<file path="config.mk">
export PLATFORM = sky130hd
export DESIGN_NAME = uart_tx_buffer
export DESIGN_NICKNAME = d
export VERILOG_FILES = /design/src/rtl/uart_tx_buffer.sv
export SDC_FILE = /design/constraint.sdc
export NUM_CORES = 1
export LEC_CHECK = 0
export ABC_CLOCK_PERIOD_IN_PS = 2750
export BUFFER_PORTS_ARGS = -buffer_cell sky130_fd_sc_hd__clkbuf_2
export CORE_MARGIN = 2
export CORE_UTILIZATION = 60
export CTS_BUF_LIST = sky130_fd_sc_hd__clkbuf_4
export DETAILED_ROUTE_END_ITERATION = 8
export GPL_ROUTABILITY_DRIVEN = 1
export PLACE_DENSITY_LB_ADDON = 0.2
export SLEW_MARGIN = 10
export SYNTH_ARGS = -nofsm -noshare
export SYNTH_HDL_FRONTEND = slang
export SYNTH_SLANG_ARGS = --single-unit
</file>
<file path="constraint.sdc">
create_clock -name clk -period 2.75 [get_ports clk]
set_input_delay 0.275 -clock clk [delete_from_list [all_inputs] [get_ports clk]]
set_output_delay 0.275 -clock clk [all_outputs]
set_load 0.02 [all_outputs]
</file>
<file path="src/rtl/uart_tx_buffer.sv">
// Byte FIFO plus launch sequencer feeding a UART transmitter one frame at a time.
// Latency: a push into an empty idle buffer strobes data_update two edges later.
//   A frame that follows a done_tx strobes three edges after that done_tx.
// Backpressure: a push while full is dropped and flagged on overflow. The next byte
//   is not launched until done_tx closes the current frame.
//
// Ports:
//   clk, rst                      system clock and synchronous active-high reset
//   wr_en, wr_data                host push request and its byte
//   full, empty, level            FIFO occupancy, all decoded from the registered count
//   overflow                      one-cycle pulse for each dropped push
//   busy                          high while a launched frame has not yet completed
//   din_tx, data_update           byte presented to the transmitter and its launch strobe
//   done_tx                       end-of-frame pulse from the transmitter
//   ovf_cnt                       saturating count of dropped pushes, present only
//                                 when UART_TX_BUFFER_OVF_CNT_EN is defined
module uart_tx_buffer #(
  parameter int DEPTH  = 16,
  parameter int ADDR_W = 4
) (
  input  logic              clk,
  input  logic              rst,
  input  logic              wr_en,
  input  logic [7:0]        wr_data,
  output logic              full,
  output logic              empty,
  output logic [ADDR_W:0]   level,
  output logic              overflow,
  output logic              busy,
  output logic [7:0]        din_tx,
  output logic              data_update,
  input  logic              done_tx
`ifdef UART_TX_BUFFER_OVF_CNT_EN
  ,
  output logic [7:0]        ovf_cnt
`endif
);

  typedef enum logic [1:0] {IDLE, LOAD, STROBE, WAIT} state_t;

  logic [7:0]        mem [DEPTH];
  logic [ADDR_W-1:0] rd_ptr;
  logic [ADDR_W-1:0] wr_ptr;
  logic [ADDR_W:0]   count;
  state_t            state;
  logic              push;
  logic              pop;

  assign full  = (count == (ADDR_W + 1)'(DEPTH));
  assign empty = (count == '0);
  assign level = count;

  // full is taken from the registered count, so a pop in the same cycle
  // does not open a slot for a push.
  assign push = wr_en && !full;
  // LOAD is entered only when the FIFO is not empty, and nothing else pops.
  // The head is therefore always valid here.
  assign pop  = (state == LOAD);

  // Storage is not reset. Reset only clears the pointers and count, which
  // makes the old contents unreachable.
  always_ff @(posedge clk) begin
    if (push) begin
      mem[wr_ptr] <= wr_data;
    end
  end

  always_ff @(posedge clk) begin
    if (rst) begin
      rd_ptr   <= '0;
      wr_ptr   <= '0;
      count    <= '0;
      overflow <= 1'b0;
    end else begin
      if (push) begin
        wr_ptr <= wr_ptr + 1'b1;
      end
      if (pop) begin
        rd_ptr <= rd_ptr + 1'b1;
      end
      case ({push, pop})
        2'b10:   count <= count + 1'b1;
        2'b01:   count <= count - 1'b1;
        default: count <= count;
      endcase
      overflow <= wr_en && full;
    end
  end

  // Launch sequencer. din_tx changes only on the LOAD edge, so it is already
  // stable when data_update rises. It then holds through WAIT.
  always_ff @(posedge clk) begin
    if (rst) begin
      state       <= IDLE;
      din_tx      <= 8'h00;
      data_update <= 1'b0;
      busy        <= 1'b0;
    end else begin
      data_update <= 1'b0;
      case (state)
        IDLE: begin
          if (!empty) begin
            state <= LOAD;
          end
        end
        LOAD: begin
          din_tx      <= mem[rd_ptr];
          data_update <= 1'b1;
          busy        <= 1'b1;
          state       <= STROBE;
        end
        STROBE: begin
          state <= WAIT;
        end
        WAIT: begin
          if (done_tx) begin
            busy  <= 1'b0;
            state <= IDLE;
          end
        end
        default: begin
          busy  <= 1'b0;
          state <= IDLE;
        end
      endcase
    end
  end

`ifdef UART_TX_BUFFER_OVF_CNT_EN
  always_ff @(posedge clk) begin
    if (rst) begin
      ovf_cnt <= 8'h00;
    end else if (wr_en && full && (ovf_cnt != 8'hFF)) begin
      ovf_cnt <= ovf_cnt + 8'h01;
    end
  end
`endif

endmodule

</file>
# [Word level (Yosys, flattened, before mapping)]
# Memories as Yosys holds them, arrays and structs flattened. A register that Yosys moved wholly into a read port is not among the register bits.
# Index checks and enable logic that the tools add are counted.
[word_totals] ram_bits=128 output_inout_bits=18 word_cells=38 ff_bits=18 n_memories=1 in_bits=12
[memory_table] name="mem" depth=16 word_bits=8 rd=1 rd_ports_with_merged_regs=1 wr=1 line_no="41" text="logic [7:0] mem [DEPTH];"
[op_classes] n_addsub=4 muxes=9 n_eq_ne=8 reduce_logical=9
[op_table] op="one-hot mux 5 bit (2 select lines)" n=1
[op_table] op="adder 4 x 1 -> 4 bit, second input constant" n=2
[op_table] op="one-hot mux 2 bit (4 select lines)" n=1
[op_table] op="== test 2 bit, second input constant" n=3
[op_table] op="adder 5 x 1 -> 5 bit, second input constant" n=1
[op_table] op="== test 5 bit, second input constant" n=1
[op_table] op="zero test 5 bit" n=1
[op_table] op="subtractor 5 x 1 -> 5 bit, second input constant" n=1
[op_table] op="== test 2 x 1 -> 1 bit, second input constant" n=2
[op_table] op="2-to-1 mux 1 bit" n=4
[op_table] op="2-to-1 mux 2 bit" n=2
[op_table] op="inequality test 2 bit, second input constant" n=2
[op_table] op="AND reduction 2 bit" n=2
[op_table] op="nonzero test 2 bit" n=2
[op_table] op="logical AND 1 bit" n=2
[op_table] op="zero test 2 bit" n=1
[op_table] op="one-hot mux 1 bit (2 select lines)" n=1
[op_table] op="zero test 1 bit" n=1

# [Logic depth before layout (Yosys ltp)]
[depth] word_depth=5 depth_mapped=11 depth_no_buf=10

# [Worst setup path before layout]
# No wires, ideal clock.
[synth_path] kind="reg2reg" startpoint="register count[1] (netlist: level[1])" endpoint="register count[4] (netlist: level[4])" n_path_buf=1 stages_incl_launch_ff=11 setup_time_ps=62 path_slack_ps=145 arrival_time_ps=2542 period_less_slack_ps=2605 path_cell_list="dfxtp_1 buf_6 nor4_1 a21boi_1 inv_1 ha_1 ha_1 or4b_2 a21oi_1 a31oi_1 nand3_1"
[synth_via] elab_chain_len=5 word_cells_on_any_way=9
[synth_rtl] item="from (decl)" line_no="44" text="logic [ADDR_W:0] count;"
[synth_rtl] item="from (signal assigned)" line_no="82" text="2'b10: count <= count + 1'b1;"
[synth_rtl] item="from (signal assigned)" line_no="83" text="2'b01: count <= count - 1'b1;"
[synth_rtl] item="from (signal assigned)" line_no="84" text="default: count <= count;"
[synth_rtl] item="== test 5 bit" line_no="49" text="assign full = (count == (ADDR_W + 1)'(DEPTH));"
[synth_rtl] item="zero test 1 bit" line_no="55" text="assign push = wr_en && !full;"
[synth_rtl] item="logical AND 1 bit" line_no="55"
[synth_rtl] item="== test 2 x 1 -> 1 bit or == test 2 bit (tied branches)" line_no="81" text="case ({push, pop})"
[synth_rtl] item="one-hot mux 5 bit (2 select lines) or nonzero test 2 bit (tied branches)"
# Parallel ways exist; a longest one is shown, timed or not.
# A chain may end at the register's enable or synchronous reset.

# [Worst setup path after layout]
# Same ends and word-level chain as after synthesis.

==> impl_metrics.toml <==
[timing]
fin_crit_ns = 2.537
holdWs_ns = 0.06367
setup_viol = 0
fmax_ghz = 0.3942
fin_skew_ns = 0.01557
worst_pin_slew_ns = 0.9759
max_slew_margin_pct = 34.70
fin_setup_tns_ns = 0
drv_slew = 0
rsz0062_at_grt = "false"
min_period_over_period_pct = 92.25
hold_violations = 0

[clock_tree]
ctsLongestPathBuffers = 2
numCtsBuffers = 17
cts.clk_slew.worst_paths_ns = 0.12
cts_tree = "yes"
cts_resized = 0
clk_latency_ns = 0.53
cts-hold-fix-buffers = 0
postCtsSetupRepairBufs = 0
ctsRootBufferMaster = "clkbuf_4"
cts_num_sinks = 154
h-tree-depth = 4

[power_and_ir_drop]
combPwrFrac_pct = 26.3
internal_power_uw = 3932
clock_power_share_pct = 24.3
p_sw_uw = 1875
seqPwrFrac_pct = 49.5
p_sw_share_pct = 32.28
p_leak_uw = 0.002346
p_per_area_nw_per_um2 = 832.4
peakVddDrop_mv = 0.4824

[yosys]
syn_area_per_cell_um2 = 14.46
synth_cells = 441
synth_top_family_by_area = "multiplexers"
yosys.area_share.simple_pct = 8.556
muxShareOfSynthArea_pct = 10.68
syn_nets = 467
yosysSeqAreaShare_pct = 68.45
ys_ff_latch = 154
synth_cell_type_count = 43
synth_compound_area_share_pct = 5.298
synth-xor-area-share_pct = 1.236
syn_area_um2 = 6376
synthAdderAreaFrac_pct = 2.747
ys_warn_count = 0

[setup_path]
worstPathRequired_ns = 3.23
r2r-end = "level[4]"
r2r_start = "level[1]"
crit_arrival_ns = 3.01
max_stage_delay_ns = 0.58
r2r_slack_ns = 0.21
crit_top_cell = "ha_1"
reg2reg_depth = 9
path_max_fanout = 10
slowest_stage = "or4b_2"
critical_path.cell_chain = "nor4_1, a21boi_1, inv_1, ha_1, ha_1, or4b_2, a21oi_1, a31oi_1, nand3_1"
end_kind = "flop"
critical_path_class = "flop to flop"
start_kind = "flop"

[run_status]
status = "complete, no violations"

[floorplan]
boundaryPins = 30
num_rows = 37
die_x_um = 107.1
fp.dieH_um = 107.1
dieArea_um2 = 11470
start_util_pct = 61.76
core-area_um2 = 10320

[worst_hold_path]
hp-class = "input pin to flop"
hold_depth = 4
hp-start = "done_tx"
holdPathEnd = "busy"

[place]
numPortBuffers = 29
placed_area_um2 = 6671
gp_congestion = 0.8233
hpwl_um = 7936

[detailed_routing]
initialDrtViolationCount = 214
vias = 3665
dr.pass1.iters = 5
ant_nets = 0
totalWireLength_um = 12510
drc = 0
wl_per_cell_um = 19.89
vias_per_cell = 5.827

[finish]
areaGrowthSynthToFinish_pct = 9.400
layout_common_cells = "128 x edfxtp_1, 68 x mux2i_1, 35 x nand2_1"
final_common_cell = "edfxtp_1"
layout-drive-gt1-share_pct = 16.87
layout.nets = 505
final_cell_area_um2 = 6975

[global_routing]
grt_pass1_vias = 3611
grt_pass1_wl_um = 19640
overflow = 0
grt_max_degree = 38
antenna_found_initial = 1
grt_util_all_layers_pct = 23.80

[job]
cap_violations = 0
-- worst max-delay path: cells and delay by family (launching register included) --
family | cells | cell delay (ns)
compound gates | 3 | 0.35
fa+ha+maj | 2 | 0.56
simple gates | 3 | 1.04
flops | 1 | 0.42
buf+inv | 1 | 0.11
-- kinds of logic (layout without fill, tap and decap cells) --
| kind of cell | count (synthesis) | after routing |
|---|---|---|
| DFF | 154 | 154 |
| buffers and inverters | 36 | 87 |
| and+or+nand+nor | 116 | 116 |
| AOI/OAI and AO/OA | 44 | 44 |
| xor gates and xnor gates | 9 | 9 |
| muxes | 68 | 68 |
| other | 0 | 1 |
| adders and majority gates | 14 | 14 |
-- synth_stat cells, drive strengths merged --
library cell  number  area share [%]
dfxtp             26             8.2
o32ai              1            0.14
xnor2              3            0.41
nand4              8            0.78
mux2i             68              11
a21boi             1            0.12
nand2b             3            0.29
and3               1           0.098
and2               2            0.20
ha                14             2.7
or4b               1            0.16
a2111oi            1            0.14
edfxtp           128              60
a211o              3            0.43
nand2             35             2.1
nor3b              2            0.24
xor2               6            0.82
o21ai              2            0.16
a21o               1            0.14
nor2b              5            0.49
clkbuf            10            0.61
and3b              1            0.16
nor4               1           0.098
a21oi              5            0.39
nand3             18             1.4
nor2              31             1.8
a32oi              1            0.14
a311o              1            0.16
a31oi              1           0.098
inv               10            0.59
or4                1            0.18
a22oi             24             2.8
or3                1           0.098
o211ai             2            0.45
nor3               6            0.47
a211oi             1            0.12
buf               16             1.8
-- layer usage --
| layer | track usage [%] | vias up | part of all wire, % |
|---|---|---|---|
| met1 | 31.79 | 1789 | 43 |
| met4 | 8.627 | 0 | 1.6 |
| li1 | - | 1732 | - |
| met2 | 37.88 | 126 | 49 |
| met5 | 0 | - | 0 |
| met3 | 6.322 | 18 | 6.6 |
-- metrics by stage --
stage                     worst slack, ns  utilization [%]  total power, uW  std cells
final                              0.2132            67.57             5807        629
after global routing              0.04158            67.57             6098        629
after CTS                          0.2289            67.54             5827        628
after detailed placement           0.2573            64.62             4441        596
after global placement             0.3261            64.62             4399        596
after floorplan                    0.1454                -             3959        441
-- layout make-up --
class,count,area [um^2]
antenna,1,2.502
clock inverter,15,173.9
clock buffer,17,127.6
sequential,154,4368
multi-input combinational,251,1818
tap,136,170.2
timing repair buffer,45,277.8
inverter,10,37.54
fill,731,3348
-- worst max-delay path by stage --
| stage | startpoint | to | slack [ns] | cells past startpoint |
|---|---|---|---|---|
| 5_1_grt | level[1] | level[2] | 0.04 | 10 |
| 3_5_place_dp | level[1] | level[4] | 0.26 | 9 |
| 4_1_cts | level[1] | level[4] | 0.23 | 9 |
| 3_3_place_gp | level[1] | level[4] | 0.33 | 9 |
| 6_report | level[1] | level[4] | 0.21 | 9 |
| 2_1_floorplan | level[1] | level[4] | 0.15 | 10 |
-- registers in the layout, summed over array words and instances (netlist names) --
register	cells
mem	128
overflow	1
level	5
state	2
rd_ptr	4
wr_ptr	4
busy	1
din_tx	8
data_update	1
-- power groups by stage --
| stage | clock network [uW] | logic [uW] | registers [uW] |
|---|---|---|---|
| global placement | 0 | 1490 | 2910 |
| CTS | 1430 | 1520 | 2870 |
| detailed placement | 0 | 1510 | 2930 |
| global route | 1530 | 1660 | 2900 |
| floorplan | 0 | 1030 | 2930 |
| finish | 1410 | 1530 | 2870 |
No activity file was read; power rests on OpenSTA's default activity.
